## src/rtl/dbus_narrow_bridge_pkg.sv

```systemverilog
// Shared types and helpers for the 64-bit to 32-bit data-bus bridge.
// Holds the upstream request/response structs, the FSM states and the half-offset constants.
package dbus_narrow_bridge_pkg;

  typedef enum logic [2:0] {
    MSIZE1 = 3'd0,
    MSIZE2 = 3'd1,
    MSIZE4 = 3'd2,
    MSIZE8 = 3'd3
  } msize_t;

  typedef struct packed {
    logic        valid;
    logic [63:0] addr;
    msize_t      size;
    logic [7:0]  strobe;
    logic [63:0] data;
  } dbus_req_t;

  typedef struct packed {
    logic        addr_ok;
    logic        data_ok;
    logic [63:0] data;
  } dbus_resp_t;

  typedef enum logic [1:0] {
    IDLE = 2'd0,
    LO   = 2'd1,
    HI   = 2'd2,
    RESP = 2'd3
  } bridge_state_t;

  localparam logic [2:0] HALF_LO = 3'b000;
  localparam logic [2:0] HALF_HI = 3'b100;

  function automatic logic [3:0] msize_bytes(input msize_t size);
    case (size)
      MSIZE1:  msize_bytes = 4'd1;
      MSIZE2:  msize_bytes = 4'd2;
      MSIZE4:  msize_bytes = 4'd4;
      MSIZE8:  msize_bytes = 4'd8;
      default: msize_bytes = 4'd1;
    endcase
  endfunction

endpackage

```

## src/rtl/dbus_beat_plan.sv

```systemverilog
// Combinational beat planner: decides which 32-bit halves an access touches
// and whether the address is naturally aligned for its size.
module dbus_beat_plan
  import dbus_narrow_bridge_pkg::*;
(
  input  logic [2:0] addr_low,
  input  msize_t     size,
  output logic       need_lo,
  output logic       need_hi,
  output logic       misaligned
);

  logic [3:0] bytes;
  logic [4:0] end_off;
  logic [2:0] mask;

  // An access spills into the upper half when its last byte lies past offset 3.
  always_comb begin
    bytes      = msize_bytes(size);
    end_off    = {2'b00, addr_low} + {1'b0, bytes};
    mask       = bytes[2:0] - 3'd1;
    need_lo    = ~addr_low[2];
    need_hi    = addr_low[2] | (end_off > 5'd4);
    misaligned = (addr_low & mask) != 3'b000;
  end

endmodule

```

## src/rtl/dbus_narrow_bridge.sv

```systemverilog
// Serves 64-bit data-bus requests through a 32-bit single-outstanding memory port.
// Define DBUS_NARROW_BRIDGE_MISALIGN_CHECK_EN to reject misaligned accesses with a misalign pulse.
module dbus_narrow_bridge
  import dbus_narrow_bridge_pkg::*;
(
  input  logic        clk,
  input  logic        reset,
  input  dbus_req_t   dreq,
  output dbus_resp_t  dresp,
  output logic        mreq_valid,
  output logic [63:0] mreq_addr,
  output logic        mreq_write,
  output logic [3:0]  mreq_strobe,
  output logic [31:0] mreq_wdata,
  input  logic        mresp_ready,
  input  logic [31:0] mresp_rdata,
  output logic        misalign
);

  bridge_state_t state, state_next;
  logic [60:0]   addr_q;
  logic [7:0]    strobe_q;
  logic [63:0]   data_q;
  logic          need_hi_q;
  logic [63:0]   hold_q;
  logic          addr_ok_q, data_ok_q, misalign_q;

  logic          need_lo, need_hi, misaligned, reject;
  logic          accept, beat_done;
  logic [60:0]   src_addr;
  logic [7:0]    src_strobe;
  logic [63:0]   src_data;
  logic          beat_valid_n, beat_write_n;
  logic [63:0]   beat_addr_n;
  logic [3:0]    beat_strobe_n;
  logic [31:0]   beat_wdata_n;

  dbus_beat_plan u_plan (
    .addr_low   (dreq.addr[2:0]),
    .size       (dreq.size),
    .need_lo    (need_lo),
    .need_hi    (need_hi),
    .misaligned (misaligned)
  );

`ifdef DBUS_NARROW_BRIDGE_MISALIGN_CHECK_EN
  assign reject = misaligned;
`else
  logic unused_misaligned;
  assign unused_misaligned = misaligned;
  assign reject = 1'b0;
`endif

  always_comb begin
    state_next = state;
    accept     = 1'b0;
    beat_done  = mreq_valid & mresp_ready;
    case (state)
      IDLE: if (dreq.valid) begin
        accept = 1'b1;
        if (reject)       state_next = RESP;
        else if (need_lo) state_next = LO;
        else              state_next = HI;
      end
      LO:   if (beat_done) state_next = need_hi_q ? HI : RESP;
      HI:   if (beat_done) state_next = RESP;
      RESP: state_next = IDLE;
      default: state_next = IDLE;
    endcase
  end

  // Beat outputs are computed for the upcoming state so they can be registered;
  // on the accept edge the fields come straight from the request being captured.
  always_comb begin
    src_addr      = accept ? dreq.addr[63:3] : addr_q;
    src_strobe    = accept ? dreq.strobe     : strobe_q;
    src_data      = accept ? dreq.data       : data_q;
    beat_valid_n  = 1'b0;
    beat_write_n  = 1'b0;
    beat_addr_n   = '0;
    beat_strobe_n = '0;
    beat_wdata_n  = '0;
    if (state_next == LO) begin
      beat_valid_n  = 1'b1;
      beat_write_n  = |src_strobe;
      beat_addr_n   = {src_addr, HALF_LO};
      beat_strobe_n = src_strobe[3:0];
      beat_wdata_n  = src_data[31:0];
    end else if (state_next == HI) begin
      beat_valid_n  = 1'b1;
      beat_write_n  = |src_strobe;
      beat_addr_n   = {src_addr, HALF_HI};
      beat_strobe_n = src_strobe[7:4];
      beat_wdata_n  = src_data[63:32];
    end
  end

  always_ff @(posedge clk or posedge reset) begin
    if (reset) begin
      state       <= IDLE;
      addr_q      <= '0;
      strobe_q    <= '0;
      data_q      <= '0;
      need_hi_q   <= 1'b0;
      hold_q      <= '0;
      addr_ok_q   <= 1'b0;
      data_ok_q   <= 1'b0;
      misalign_q  <= 1'b0;
      mreq_valid  <= 1'b0;
      mreq_write  <= 1'b0;
      mreq_addr   <= '0;
      mreq_strobe <= '0;
      mreq_wdata  <= '0;
    end else begin
      state       <= state_next;
      addr_ok_q   <= accept;
      data_ok_q   <= (state_next == RESP);
      misalign_q  <= accept & reject;
      mreq_valid  <= beat_valid_n;
      mreq_write  <= beat_write_n;
      mreq_addr   <= beat_addr_n;
      mreq_strobe <= beat_strobe_n;
      mreq_wdata  <= beat_wdata_n;
      if (accept) begin
        addr_q    <= dreq.addr[63:3];
        strobe_q  <= dreq.strobe;
        data_q    <= dreq.data;
        need_hi_q <= need_hi;
        hold_q    <= '0;
      end else if (beat_done && (strobe_q == 8'h00)) begin
        if (state == LO)      hold_q[31:0]  <= mresp_rdata;
        else if (state == HI) hold_q[63:32] <= mresp_rdata;
      end
    end
  end

  assign dresp.addr_ok = addr_ok_q;
  assign dresp.data_ok = data_ok_q;
  assign dresp.data    = hold_q;
  assign misalign      = misalign_q;

endmodule

```

## config.mk

```make
export PLATFORM = sky130hd
export DESIGN_NAME = dbus_narrow_bridge
export DESIGN_NICKNAME = d
export VERILOG_FILES = /design/src/rtl/dbus_narrow_bridge_pkg.sv /design/src/rtl/dbus_beat_plan.sv /design/src/rtl/dbus_narrow_bridge.sv
export SDC_FILE = /design/constraint.sdc
export NUM_CORES = 1
export LEC_CHECK = 0
export ABC_AREA = 1
export CAP_MARGIN = 30
export CORE_UTILIZATION = 40
export DETAILED_ROUTE_END_ITERATION = 7
export PLACE_DENSITY = 0.72
export SLEW_MARGIN = 15
export SYNTH_ARGS = -nofsm -noshare
export SYNTH_HDL_FRONTEND = slang
export SYNTH_SLANG_ARGS = --single-unit
```

## constraint.sdc

```tcl
create_clock -name clk -period 32.1 [get_ports clk]
set_input_delay 6.42 -clock clk [delete_from_list [all_inputs] [get_ports clk]]
set_output_delay 6.42 -clock clk [all_outputs]
set_load 0.02 [all_outputs]
```

# Word level (Yosys, flattened, before mapping)

Index checks and enable logic that the tools add are counted.
Widths: inputs -> output; s select.

Bits in registers: 304
Input port bits: 175
Logic and storage cells: 64
Output and inout bits: 169

Magnitude comparators: 1
Muxes and demuxes: 27
Bitwise operators: 2
Equality and inequality tests: 10
Reductions and logical operators: 9
$add $sub $neg: 1

Operators with widths:

| kind               | number |
|---|---|
| $mux 64            | 5 |
| $mux 32            | 5 |
| $mux 61            | 1 |
| $pmux 4 s3         | 1 |
| $eq 2x2->1 const B | 4 |
| $logic_not 8->1    | 1 |
| $mux 2             | 4 |
| $mux 4             | 2 |
| $mux 8             | 1 |
| $pmux 2 s4         | 1 |
| $reduce_or 8->1    | 1 |
| $mux 1             | 7 |
| $eq 3x2->1 const B | 2 |
| $reduce_bool 2->1  | 3 |
| $add 3x4->5        | 1 |
| $gt 5x3->1 const B | 1 |
| $eq 2x1->1 const B | 2 |
| $eq 3x1->1 const B | 1 |
| $reduce_and 3->1   | 1 |
| $logic_not 2->1    | 1 |
| $ne 2x2->1 const B | 1 |
| $reduce_and 2->1   | 1 |
| $and 1x1->1        | 1 |
| $logic_and 1x1->1  | 1 |
| $or 1x1->1         | 1 |

# Longest topological paths before layout

Gate-level depths: netlist (run 1).

Word-level depth: 6
Mapped depth: 13
Gate-level depth less buffers: 11

# Cells and area by module

A second synthesis (run 1) with hierarchy kept.

Cells, all modules: 1150
Area, all modules: 11895.2 um^2

Modules (own cells, without submodules):

| module             | instances | area each (um^2) | cells each | seq. area each (um^2) |
|---|---|---|---|---|
| dbus_narrow_bridge | 1         | 11728.7          | 1122       | 7557.2 |
| dbus_beat_plan     | 1         | 166.4            | 28         | 0.0 |

# Least setup slack after synthesis (run 1)

No wires, ideal clock.

Path type: input-to-reg
From: input port dreq[139] (netlist name)
To: register mreq_addr[10]
Arrival: 8.305 ns
Setup time: 0.132 ns
Stages: 12
Slack: 23.663 ns
Buffers on the path: 5
Required time: 31.968 ns
Path through: buf_2 nand2_4 buf_6 buf_4 nor2_1 nor3_1 inv_1 ha_1 buf_2 nor2_1 clkbuf_1 nor2_1

Cells in the longest elaborated chain, start to end: 5
Elaborated cells on any way between the ends: 9
Classes of those cells: eq/ne (2); mux (7)

RTL lines:

| item                 | line                      | text |
|---|---|---|
| from (decl)          | dbus_narrow_bridge.sv:8   | `input dbus_req_t dreq,` |
| $mux 2 *             | dbus_narrow_bridge.sv:59  | `IDLE: if (dreq.valid) begin` |
| $pmux 2 s4 *         | dbus_narrow_bridge.sv:58  | `case (state)` |
| via state_next[0]    | dbus_narrow_bridge.sv:20  | `bridge_state_t state, state_next;` |
| $eq 2x2->1           | dbus_narrow_bridge.sv:89  | `end else if (state_next == HI) begin` |
| $mux 64              | dbus_narrow_bridge.sv:89  |  |
| $mux 64 *            | dbus_narrow_bridge.sv:83  | `if (state_next == LO) begin` |
| via beat_addr_n[10]  | dbus_narrow_bridge.sv:34  | `logic [63:0] beat_addr_n;` |
| to (signal assigned) | dbus_narrow_bridge.sv:121 | `mreq_addr <= beat_addr_n;` |
| to (decl)            | dbus_narrow_bridge.sv:11  | `output logic [63:0] mreq_addr,` |

Mark *: on every way through the listed nets, which the timed path passes. The rest lies on a longest branch.
A chain may end at the register's enable or synchronous reset.

# Final worst setup path (run 1)

From: input port dreq[139] (netlist name)
To: register mreq_strobe[3]

Cells in the longest elaborated chain, start to end: 5
Elaborated cells on any way between the ends: 9
Classes of those cells: eq/ne (2); mux (7)

RTL lines:

| item                 | line                      | text |
|---|---|---|
| $mux 2 *             | dbus_narrow_bridge.sv:59  |  |
| $pmux 2 s4 *         | dbus_narrow_bridge.sv:58  |  |
| via state_next[0]    | dbus_narrow_bridge.sv:20  |  |
| $eq 2x2->1           | dbus_narrow_bridge.sv:89  |  |
| $mux 4               | dbus_narrow_bridge.sv:89  |  |
| $mux 4 *             | dbus_narrow_bridge.sv:83  |  |
| via beat_strobe_n[3] | dbus_narrow_bridge.sv:35  | `logic [3:0] beat_strobe_n;` |
| to (signal assigned) | dbus_narrow_bridge.sv:122 | `mreq_strobe <= beat_strobe_n;` |
| to (decl)            | dbus_narrow_bridge.sv:13  | `output logic [3:0] mreq_strobe,` |

Marks and branches as above.

==> results by group, run 1 <==
Critical path
  • Type of origin of the critical path: input port
  • CP Max Fanout: 122
  • Reg-to-reg setup timing slack: around 29 ns
  • Data arrival time of the critical path: a little under 10 ns
  • Required time of the critical path: around 33 ns
  • Kind of end point of the critical path: register
  • Worst reg2reg endpoint: mreq_strobe[3]$_DFF_PP0_
  • Worst R2R Start: state[0]$_DFF_PP0_
  • Worst Setup Path Type: in2reg
  • Logic depth of the worst register-to-register path: 11

Timing
  • RSZ-0062 raised after global routing: false
  • Headroom to the max-slew limit: between 40% and 50%
  • Actual slew at the worst max-slew pin: around 0.87 ns
  • Sum of negative setup slack: 0 ns
  • Share of the clock period used by the worst path: a little under 30%
  • Total count of max-transition violations in the final report: 0
  • Number of endpoints failing setup at the final stage: 0
  • Minimum period implied by the final worst setup slack: 9.41 ns
  • Max frequency: between 0.1 and 0.15 GHz
  • Maximum clock skew at final layout: between 0.01 and 0.015 ns
  • Final hold violation count: 0

Floorplan
  • IO Pins: between 300 and 400
  • Floorplan die area: about 31000 µm²
  • Vertical die dimension: around 170 µm
  • Number of rows in the core area: 62
  • DIE WIDTH: approximately 170 µm
  • Initial standard-cell utilization of the core: roughly two fifths
  • Placeable core region: between 20000 and 30000 µm²

Global routing
  • Vias in the first global route: approximately 8900
  • Initial antenna violation count: 4
  • Pin count of the biggest net entering global routing: roughly 120
  • Remaining global-route overflow: 0
  • GR Util All Layers: between 10% and 20%
  • Global-route wire length before repair: about 48 mm

Route
  • Residual DRC count: 0
  • Routed wire length: ~30 mm
  • Drt first pass iters: 4
  • Vias per inst: between 4 and 5
  • Drt initial violations: 575
  • Final ANT Viol Nets: 0
  • Total vias in the final route: roughly 9000
  • Routed WL per cell: ~16 µm

Layout
  • Net count of the finished layout: around 1600
  • Area growth from synthesis to final layout: 38.4%
  • Final instance area: between 15000 and 20000 µm²
  • Final Instance Count excl. Fillers: approximately 1800
  • Share of layout cells above drive strength 1: between 10% and 20%

Synth
  • Post-Syn Area per Cell: between 10 and 15 µm²
  • FF+latch count, synth: between 300 and 400
  • Sequential-to-total area share from yosys stat: 63.2%
  • Number of different library cells in the post-synthesis netlist: 32
  • Mapped Cells: about 1100
  • Ys Warns: 0
  • Cell area after synthesis: about 12000 µm²

Power
  • Static Leakage: roughly 7.3 nW
  • Worst supply voltage drop on vdd: 0.0496 mV
  • Ratio of total power to cell area: just under 90 nW/µm²

Clock tree
  • CTS max path bufs: 3
  • Hold-fix buffers, CTS: 0
  • CTS Root Buffer Type: clkbuf_16
  • TritonCTS clock tree: built
  • CTS sink cnt: about 300
  • Clk Latency, worst-skew pair: 0.56 ns
  • Deepest level of the CTS H-tree: 1
  • CTS resizes: 0
  • Post-CTS setup buffers: 0
  • TritonCTS buffer count: 31
  • Post-CTS clock slew at the launch and capture registers of the worst setup and hold paths: 0.06 ns

Min path
  • Hold_sp: need_hi_q$_DFFE_PP0P_
  • Destination of the worst hold path: need_hi_q$_DFFE_PP0P_
  • Cell depth of the worst hold path: 2
  • Min-Delay Path Class: reg2reg

Placement
  • Post-placement cell area: around 16000 µm²
  • GP Congestion: 0.801
  • Placed wire-length estimate: between 20 and 25 mm
  • Cell Count Post-Placement: ~1800
  • I/O Buffers: 340

Flow run
  • Count of maximum capacitance violations: 0

Outcome
  • Run status: finished, final reports clean
layout make-up:
cell class / instances / area, µm²
Timing Repair Buffer: 351 / 3530
Fill cell: 2515 / 12500
Sequential cell: 302 / 7560
Clock inverter: 10 / 57.6
Clock buffer: 42 / 887
Tap cell: 384 / 480
Multi-Input combinational cell: 618 / 3530
Antenna cell: 4 / 10.0
Inverter: 129 / 494
sequential cells by signal (all words and copies together) (netlist names):
name	flops
need_hi_q	1
state	2
hold_q	64
mreq_write	1
addr_ok_q	1
data_ok_q	1
mreq_addr	62
addr_q	61
data_q	64
mreq_strobe	4
mreq_valid	1
strobe_q	8
mreq_wdata	32
cells by family after synthesis:
kind of cell,synth area share (%)
compound gates,13.8
simple gates,14.6
fa+ha+maj,0.795
buf+inv,7.53
other cells,0.0314
flops,63.2
layer usage:
metal / share of wire, % / wire, µm / global-route usage (%)
met5: 0 / 0 / 0
met4: 2.5 / 742 / 6.05
met3: 7.4 / 2240 / 5.16
met2: 48 / 14500 / 32.4
met1: 42 / 12600 / 25.3
worst max path at each step:
stage                          from                       end  slack (ns)  cells after the start
after floorplan               reset       addr_ok_q$_DFF_PP0_       17.33                      1
final                     dreq[139]  mreq_strobe[3]$_DFF_PP0_       22.69                     11
after global placement    dreq[139]  mreq_strobe[3]$_DFF_PP0_       22.20                     11
after CTS                 dreq[139]  mreq_strobe[3]$_DFF_PP0_       22.70                     11
after detailed placement  dreq[139]  mreq_strobe[3]$_DFF_PP0_       22.09                     11
after global routing      dreq[139]   mreq_wdata[4]$_DFF_PP0_       22.38                     11
synth_stat cells:
cell type / n / area share, %
dfrtp_1: 302 / 63
o21ai_1: 132 / 5.5
inv_1: 128 / 4.0
or2_2: 98 / 5.1
nor2_1: 72 / 2.3
nand3_1: 67 / 2.8
nand2_1: 66 / 2.1
o21ai_0: 56 / 2.3
o211ai_2: 32 / 3.3
o21a_1: 32 / 2.0
clkbuf_1: 28 / 0.88
or2_1: 28 / 1.5
buf_2: 20 / 0.84
buf_4: 10 / 0.63
buf_6: 10 / 0.94
nand3b_1: 7 / 0.44
ha_1: 6 / 0.63
o22ai_1: 4 / 0.21
buf_1: 3 / 0.094
nor3_1: 3 / 0.13
a21oi_1: 2 / 0.084
clkbuf_2: 2 / 0.084
nand4_1: 2 / 0.10
o21ai_2: 2 / 0.15
a21oi_2: 1 / 0.073
conb_1: 1 / 0.031
fa_1: 1 / 0.17
inv_4: 1 / 0.052
nand2_2: 1 / 0.052
nand2_4: 1 / 0.094
nor2_4: 1 / 0.094
o211ai_1: 1 / 0.063
stage by stage:
step	worst slack, ns	total power, mW	hold WS, ns	util, %
6_report	22.69	1.47	0.507	56.9
5_1_grt	22.38	1.57	0.531	56.9
3_5_place_dp	22.09	1.15	0.499	53.6
3_3_place_gp	22.20	1.13	0.490	53.4
4_1_cts	22.70	1.49	0.512	56.8
2_1_floorplan	17.33	0.944	0.481	-
critical path, stage by stage:
cell	delay (ns)
clkdlybuf4s50_1	0.74
nand2_8	0.50
nor2_1	0.31
nor3_1	0.10
inv_1	0.11
ha_2	0.16
buf_4	0.50
inv_1	0.21
nand2_1	0.18
buf_4	0.39
o22ai_1	0.15
report_power, final:
part	internal [mW]	leakage (nW)	switching [mW]
Sequential	0.518	3.71	0.0355
Combinational	0.246	3.13	0.336
Clock	0.191	0.477	0.142
Total	0.956	7.32	0.513
layout by cell type, fill, tap and decap left out, types with 2 or more instances in the layout:
cell type          n
nand3b_1           7
or2_2             98
nand3_1           67
clkbuf_8           7
nand2_2            2
a21oi_1            2
ha_1               5
buf_4              8
clkbuf_16         31
inv_1            127
o21ai_1          132
o21a_1            32
clkdlybuf4s50_1  340
clkbuf_1           4
inv_6              2
o22ai_1            4
o211ai_2          32
or2_1             28
o21ai_0           56
o21ai_2            2
buf_12             2
clkinv_2           8
dfrtp_1          302
nor3_1             3
conb_1             3
nor2_4             2
nand4_1            2
nand2_1           65
diode_2            4
nor2_1            71
(Power assumes the default switching activity.)
==> run 2: changes to the inputs <==
Clock period 32.1 ns to 9.3 ns, I/O delays scaled along.
==> results by group, run 2 (synthesis results as in run 1) <==
Timing
  • Max frequency: a little under 0.2 GHz
  • Headroom to the max-slew limit: 43.7%
  • Number of endpoints failing setup at the final stage: 0
  • Final hold violation count: 0
  • Actual slew at the worst max-slew pin: ~0.84 ns
  • Total count of max-transition violations in the final report: 0
  • Minimum period implied by the final worst setup slack: about 5.1 ns
  • Sum of negative setup slack: 0 ns
  • Fin Hold WS: 0.508 ns
  • Share of the clock period used by the worst path: between 50% and 60%
  • Maximum clock skew at final layout: 0.0128 ns
  • Final Worst Setup Slack: 4.18 ns
  • RSZ-0062 raised after global routing: false

Critical path
  • Worst Setup Path Type: in2reg
  • WP buf/inv: 4
  • Logic depth of the worst register-to-register path: 9
  • Type of origin of the critical path: input port
  • Largest stage delay on the critical path: ~0.73 ns
  • Top cell by count, worst path: buf_4
  • Data arrival time of the critical path: 5.48 ns
  • Library cell contributing the largest single delay on the critical path: clkdlybuf4s50_1
  • CP Max Fanout: 120
  • Kind of end point of the critical path: register
  • Required time of the critical path: just under 10 ns
  • Cell family contributing the most delay on the critical path: buffers and inverters
  • Reg-to-reg setup timing slack: approximately 5.6 ns
  • CP cell instances: clkdlybuf4s50_1, nand2_8, o211ai_1, inv_1, ha_2, buf_4, nor2_4, buf_4, nor2_1
  • Logic depth of the worst setup path including buffers: 9

Floorplan
  • Initial standard-cell utilization of the core: around two fifths
  • Placeable core region: roughly 29000 µm²
  • Number of rows in the core area: 62
  • DIE WIDTH: approximately 170 µm
  • IO Pins: 344
  • Floorplan die area: about 30000 µm²
  • Vertical die dimension: around 170 µm

Route
  • Residual DRC count: 0
  • Routed wire length: between 30 and 40 mm
  • Routed WL per cell: 16.5 µm
  • Total vias in the final route: around 8900
  • Drt first pass iters: 5
  • Final ANT Viol Nets: 0
  • Drt initial violations: around 470
  • Vias per inst: approximately 4.8

Layout
  • Most frequent cells in the layout: clkdlybuf4s50_1, dfrtp_1, o21ai_1
  • Commonest non-fill, non-tap cell in the layout: clkdlybuf4s50_1
  • Area growth from synthesis to final layout: 40.6%
  • Layout fillers: ~2500
  • Net count of the finished layout: 1619
  • Share of layout cells above drive strength 1: approximately 14%
  • Final Instance Count excl. Fillers: 1845
  • Largest regs: data_q: 64 flops, hold_q: 64 flops, mreq_addr: 62 flops

Placement
  • GP Congestion: around 0.83
  • I/O Buffers: 340
  • Cell Count Post-Placement: between 1500 and 2000
  • Worst-case setup slack after placement: ~3.7 ns
  • Placed wire-length estimate: ~20 mm

Clock tree
  • Deepest level of the CTS H-tree: 2
  • TritonCTS buffer count: 34
  • Hold-fix buffers, CTS: 0
  • Post-CTS clock slew at the launch and capture registers of the worst setup and hold paths: roughly 0.060 ns
  • CTS max path bufs: 3
  • CTS resizes: 0
  • CTS Root Buffer Type: clkbuf_16
  • Clk Latency, worst-skew pair: 0.50 ns
  • Post-CTS setup buffers: 0
  • TritonCTS clock tree: built
  • CTS sink cnt: about 300

Global routing
  • Remaining global-route overflow: 0
  • GR Util All Layers: 20.1%
  • Vias in the first global route: between 9000 and 10000
  • Global-route wire length before repair: slightly below 50 mm
  • Initial antenna violation count: 3
  • Pin count of the biggest net entering global routing: roughly 150

Power
  • Worst supply voltage drop on vdd: 0.172 mV
  • Ratio of total power to cell area: around 320 nW/µm²
  • Static Leakage: 7.43 nW

Outcome
  • Run status: finished, final reports clean

Min path
  • Min-Delay Path Class: reg2reg
  • Cell depth of the worst hold path: 2

Flow run
  • Count of maximum capacitance violations: 0
run 2: changes by cell type in the layout (fill, tap and decap cells not counted), sizes merged:
cell,previous run,this run
clkbuf,42,48
clkinv,8,4
bufinv,0,3
clkinvlp,0,3
diode,4,2
inv,131,129
buf,11,12
run 2: final cells by class:
class                   instances  area, µm²  area share [%]
clock buffers                  48       1040            6.17
well taps                     384        480            2.86
clock inverters                10        134           0.796
flip-flops and latches        302       7560            45.0
inverters                     129        490            2.92
multi-input cells             618       3530            21.0
repair buffers                352       3580            21.3
diodes                          2       5.00          0.0298
run 2: path summary, 6_finish.rpt:
check	from	endpoint
setup reg to reg	state[0]$_DFF_PP0_	mreq_addr[45]$_DFF_PP0_
min in group asynchronous	reset	hold_q[3]$_DFFE_PP0P_
hold reg to reg	need_hi_q$_DFFE_PP0P_	need_hi_q$_DFFE_PP0P_
hold / removal	need_hi_q$_DFFE_PP0P_	need_hi_q$_DFFE_PP0P_
max in group asynchronous	reset	addr_q[27]$_DFF_PP0_
setup / recovery	dreq[139]	mreq_addr[45]$_DFF_PP0_
run 2: power by group:
group	leakage, nW	internal, mW	total, mW	switching (mW)
logic	3.15	0.852	2.02	1.16
clock network	0.574	0.859	1.38	0.520
registers	3.71	1.79	1.91	0.117
total	7.43	3.50	5.30	1.80
run 2: through the flow:
step | power, mW | instance area, µm² | util (%)
after detailed placement | 3.96 | 15600 | 53.7
final | 5.30 | 16800 | 57.8
after floorplan | 3.26 | 12000 | -
after CTS | 5.37 | 16800 | 57.7
after global routing | 5.65 | 16800 | 57.8
after global placement | 3.89 | 15500 | 53.4
run 2: per-layer routing:
metal	up-vias	share of wire, %	track usage (%)
met5	-	0.043	0
met4	2	3.1	6.99
met3	62	7.5	5.72
met2	276	48	33.3
met1	4302	41	25.1
li1	4241	-	-
run 2: worst reg2reg max path, stage by stage, from the launching register on:
cell and delay (ns):
dfrtp_1 0.40, nor2_4 0.29, nand2_8 0.50, o211ai_1 0.61, inv_1 0.09, ha_2 0.17
buf_4 0.30, nor2_4 0.58, buf_4 0.49, nor2_1 0.14
